===== config.mk =====
export PLATFORM = sky130hd
export DESIGN_NAME = sample_delta_8
export DESIGN_NICKNAME = d
export VERILOG_FILES = /design/src/rtl/sample_delta_8_pkg.sv /design/src/rtl/sample_delta_8_stream_reg.sv /design/src/rtl/sample_delta_8.sv
export SDC_FILE = /design/constraint.sdc
export NUM_CORES = 1
export LEC_CHECK = 0
export ABC_AREA = 1
export BUFFER_PORTS_ARGS = -buffer_cell sky130_fd_sc_hd__buf_2
export CORE_MARGIN = 2
export CORE_UTILIZATION = 55
export DETAILED_ROUTE_END_ITERATION = 10
export PLACE_DENSITY = 0.86
export SYNTH_ARGS = -nofsm -noshare
export SYNTH_HDL_FRONTEND = slang
export SYNTH_SLANG_ARGS = --single-unit

===== constraint.sdc =====
create_clock -name clock -period 2.7 [get_ports clock]
set_input_delay 0.27 -clock clock [delete_from_list [all_inputs] [get_ports clock]]
set_output_delay 0.27 -clock clock [all_outputs]
set_load 0.05 [all_outputs]

===== src/rtl/sample_delta_8_pkg.sv =====
// Shared definitions for the sample_delta_8 first-difference stage.
package sample_delta_8_pkg;

    typedef enum logic {
        ST_EMPTY  = 1'b0,
        ST_PRIMED = 1'b1
    } delta_state_t;

endpackage


===== src/rtl/sample_delta_8_stream_reg.sv =====
// One-entry valid/ready output register: load, hold while stalled, drain on handshake.
module stream_reg #(
    parameter int W = 8
) (
    input  logic         clock,
    input  logic         reset_n,
    input  logic         load,
    input  logic [W-1:0] load_data,
    output logic         can_load,
    output logic [W-1:0] out_data,
    output logic         out_valid,
    input  logic         out_ready
);

    // The slot is free when empty or when its current contents leave this cycle.
    assign can_load = !out_valid || out_ready;

    // NOTE: sequential state uses non-blocking assignments so every register
    // samples pre-edge values regardless of block evaluation order.
    always_ff @(posedge clock or negedge reset_n) begin
        if (!reset_n) begin
            out_data  <= '0;
            out_valid <= 1'b0;
        end else if (load) begin
            out_data  <= load_data;
            out_valid <= 1'b1;
        end else if (out_ready) begin
            out_valid <= 1'b0;
        end
    end

endmodule


===== src/rtl/sample_delta_8.sv =====
// Streaming first-difference: emits (new - previous) for every accepted sample after the first.
module sample_delta_8
    import sample_delta_8_pkg::*;
#(
    parameter int DATA_W = 8,
    parameter int CNT_W  = 16
) (
    input  logic              clock,
    input  logic              reset_n,
    input  logic [DATA_W-1:0] in_sample,
    input  logic              in_valid,
    output logic              in_ready,
    input  logic              flush,
    output logic [DATA_W:0]   out_delta,
    output logic              out_valid,
    input  logic              out_ready,
    output logic [CNT_W-1:0]  delta_count
);

    delta_state_t      state;
    logic [DATA_W-1:0] prev;
    logic              accept;
    logic              load_delta;
    logic [DATA_W:0]   delta;

    assign accept = in_valid && in_ready;
    // A flush in the same cycle discards the old prev, so no delta is formed.
    assign load_delta = accept && (state == ST_PRIMED) && !flush;
    assign delta = {1'b0, in_sample} - {1'b0, prev};

    always_ff @(posedge clock or negedge reset_n) begin
        if (!reset_n) begin
            state <= ST_EMPTY;
            prev  <= '0;
        end else if (accept) begin
            state <= ST_PRIMED;
            prev  <= in_sample;
        end else if (flush) begin
            state <= ST_EMPTY;
        end
    end

    stream_reg #(
        .W(DATA_W + 1)
    ) u_out_reg (
        .clock     (clock),
        .reset_n   (reset_n),
        .load      (load_delta),
        .load_data (delta),
        .can_load  (in_ready),
        .out_data  (out_delta),
        .out_valid (out_valid),
        .out_ready (out_ready)
    );

    always_ff @(posedge clock or negedge reset_n) begin
        if (!reset_n) begin
            delta_count <= '0;
        end else if (out_valid && out_ready && (delta_count != {CNT_W{1'b1}})) begin
            delta_count <= delta_count + 1'b1;
        end
    end

endmodule


==> impl_results.md <==
- Status: complete, no violations
- Detailed Route Iter0 Violations: 97
- R2R cell count: 9
- Via count: 1859
- Crit Path Category: flop to flop
- Worst EP arrival: 1940 ps
- Yosys Warn Count: 0
- Clock transition at path regs: 70 ps
- CP endpoint kind: flop
- Max VDD drop: 0.000446 V
- Core ar.: 3720 µm²
- H-tree depth: 2
- Setup tns final: 0 ps
- Area of placed instances: 2350 µm²
- Final slew viol count: 0
- Die Ht: 66.4 µm
- CTS Sinks: 35
- Post-route DRC: 0
- Syn_area_per_cell: 7.57 µm²
- Drt pass-1 iters: 4
- Post-CTS Setup Bufs: 0
- Grt ovf: 0
- Fmax: 0.571 GHz
- RSZ-0062 raised after global routing: no
- Setup Skew: 6.02 ps
- Initial antenna violation count: 0
- ANT nets after route: 0
- Design area: 2430 µm²
- R2R setup slack: 950 ps
- WL/cell: 11.5 µm
- Root buf cell: clkbuf_8
- Fraction of layout cells with a size suffix above 1: 20.9%
- Syn Nets: 306
- Max_slew headroom: 48.2%
- Placement Rows: 22
- Library cells used by synthesis: 29
- Nets@finish: 347
- DIE AREA: 4410 µm²
- Total Power: 1900 µW
- Setup violators final: 0
- Area delta synth->final: 13.5%
- Diode count: 0
- Vias/cell: 4.98
- Min Tclk post-route: 1750 ps
- Ys async rst share: 100%
- Post-CTS sizing: 0
- Syn Std Cell Area: 2140 µm²
- Leakage Power: 0.00128 µW
- Hold Violations, Final: 0
- RR Startpoint: delta_count[1]
- Total global routing track utilization: 22.1%
- Ys flop type: dfrtp_1
- Highest net fanout along the worst path: 23
- Slew at the pin with the worst max-slew slack: 777 ps
- CTS tree: done
- Synth Instances: 283
- Post-detailed-routing wire length: 4270 µm
- GPL Wtd Cong: 0.904
- CTS Hold Bufs: 0
- Register area share after synthesis: 40.9%
- I/O Pins: 40
- Worst Setup Start Kind: flop
- Largest net degree at the start of global routing: 36
- First-pass GRT wire length: 7250 µm
- Worst flop-to-flop path endpoint: delta_count[15]
- Die W: 66.4 µm
- Place WS: 969 ps
- Clk buf depth: 2
- Period utilization: 64.8%
- Num CTS Buffers: 5
- HP Class: primary input to async pin
- Vias in the first global route: 1733
- EDFF count, synth: 0
- Flops & latches, synth: 35
- Max-Cap Viols: 0
- Worst path required time: 2890 ps
- DP Wirelength: 3300 µm
- Clock Latency Late Sink: 300 ps
- Pwr dens: 779 nW/µm²
- Initial core utilization: 57.7%
- Buffers on Ports: 39
- Final worst-path setup slack: 950 ps
cell usage after synthesis, types with 4 or more instances:
| cell | count | area, µm² |
|---|---|---|
| nand2_1 | 98 | 368 |
| dfrtp_1 | 35 | 876 |
| inv_1 | 34 | 128 |
| nor2_1 | 26 | 97.6 |
| nand3_1 | 20 | 100 |
| a21oi_1 | 9 | 45.0 |
| ha_1 | 9 | 113 |
| nand2_2 | 7 | 43.8 |
| nand4_1 | 5 | 31.3 |
| o21ai_1 | 5 | 25.0 |
| nor2_4 | 4 | 45.0 |
| o21ai_0 | 4 | 20.0 |
logic make-up (layout without fill, tap and decap cells):
kind of cell,count (synthesis),count (layout),synth area share [%]
AO/OA/AOI/OAI,23,23,6.66
XOR/XNOR,6,6,2.45
adder cells (fa/ha/maj),10,10,6.19
buffers and inverters,41,83,8.58
flip-flops,35,35,40.9
AND/OR/NAND/NOR,168,168,35.3
sequential cells by signal (all words and copies together) (netlist names):
name	count
u_out_reg.out_data	9
prev	8
state	1
u_out_reg.out_valid	1
delta_count	16
power by group:
group	leakage [µW]	internal (µW)	switching, µW
combinational	0.000794	211	583
clock	0.0000477	176	195
sequential	0.000440	630	99.9
metal layers:
metal | part of all wire, % | GRT usage, %
met1 | 42 | 25.3
met2 | 51 | 39.0
met3 | 4.6 | 4.60
met4 | 1.7 | 10.5
met5 | 0 | 0
stage by stage:
step           hold slack (ps)  std cells  util (%)
4_1_cts                   72.2        373      65.5
3_5_place_dp               389        365      63.2
2_1_floorplan            -25.6        283         -
5_1_grt                    105        373      65.5
6_report                  41.9        373      65.5
3_3_place_gp               384        365      63.2
how the worst max path moves through the flow:
stage	startpoint	to	slack, ps	cells after the start
after floorplan	delta_count[1]	delta_count[10]	910	9
after global placement	delta_count[0]	delta_count[15]	1030	9
after detailed placement	delta_count[1]	delta_count[15]	970	9
after CTS	delta_count[1]	delta_count[15]	960	9
after global routing	delta_count[0]	delta_count[15]	730	9
final	delta_count[1]	delta_count[15]	950	9
worst max-delay path, stage by stage (launching register included):
cell,delay (ps)
dfrtp_1,420
ha_1,270
nand2_2,100
nor2_4,40
nand2_4,100
nor2_4,50
nor2_4,430
nand2_1,100
nand2_1,80
nand2_1,50
cells in the final DEF (no fill, tap or decap), types with 4 or more instances in the layout:
| cell | Yosys | final |
|---|---|---|
| dfrtp_1 | 35 | 35 |
| clkbuf_8 | 0 | 5 |
| buf_2 | 0 | 39 |
| nand2_2 | 7 | 7 |
| a21oi_1 | 9 | 9 |
| o21ai_1 | 5 | 5 |
| nor2_4 | 4 | 4 |
| nand2_1 | 98 | 98 |
| o21ai_0 | 4 | 4 |
| ha_1 | 9 | 9 |
| nand4_1 | 5 | 5 |
| inv_1 | 34 | 34 |
| nand3_1 | 20 | 20 |
| nor2_1 | 26 | 26 |
cell type report:
cell class / count / area [µm²]
clock buffers: 5 / 68.8
flip-flops and latches: 35 / 876
clock inverters: 3 / 15.0
multi-input cells: 207 / 1080
repair buffers: 39 / 195
fillers: 329 / 1280
inverters: 36 / 135
well taps: 48 / 60.1
(Power assumes the default switching activity.)
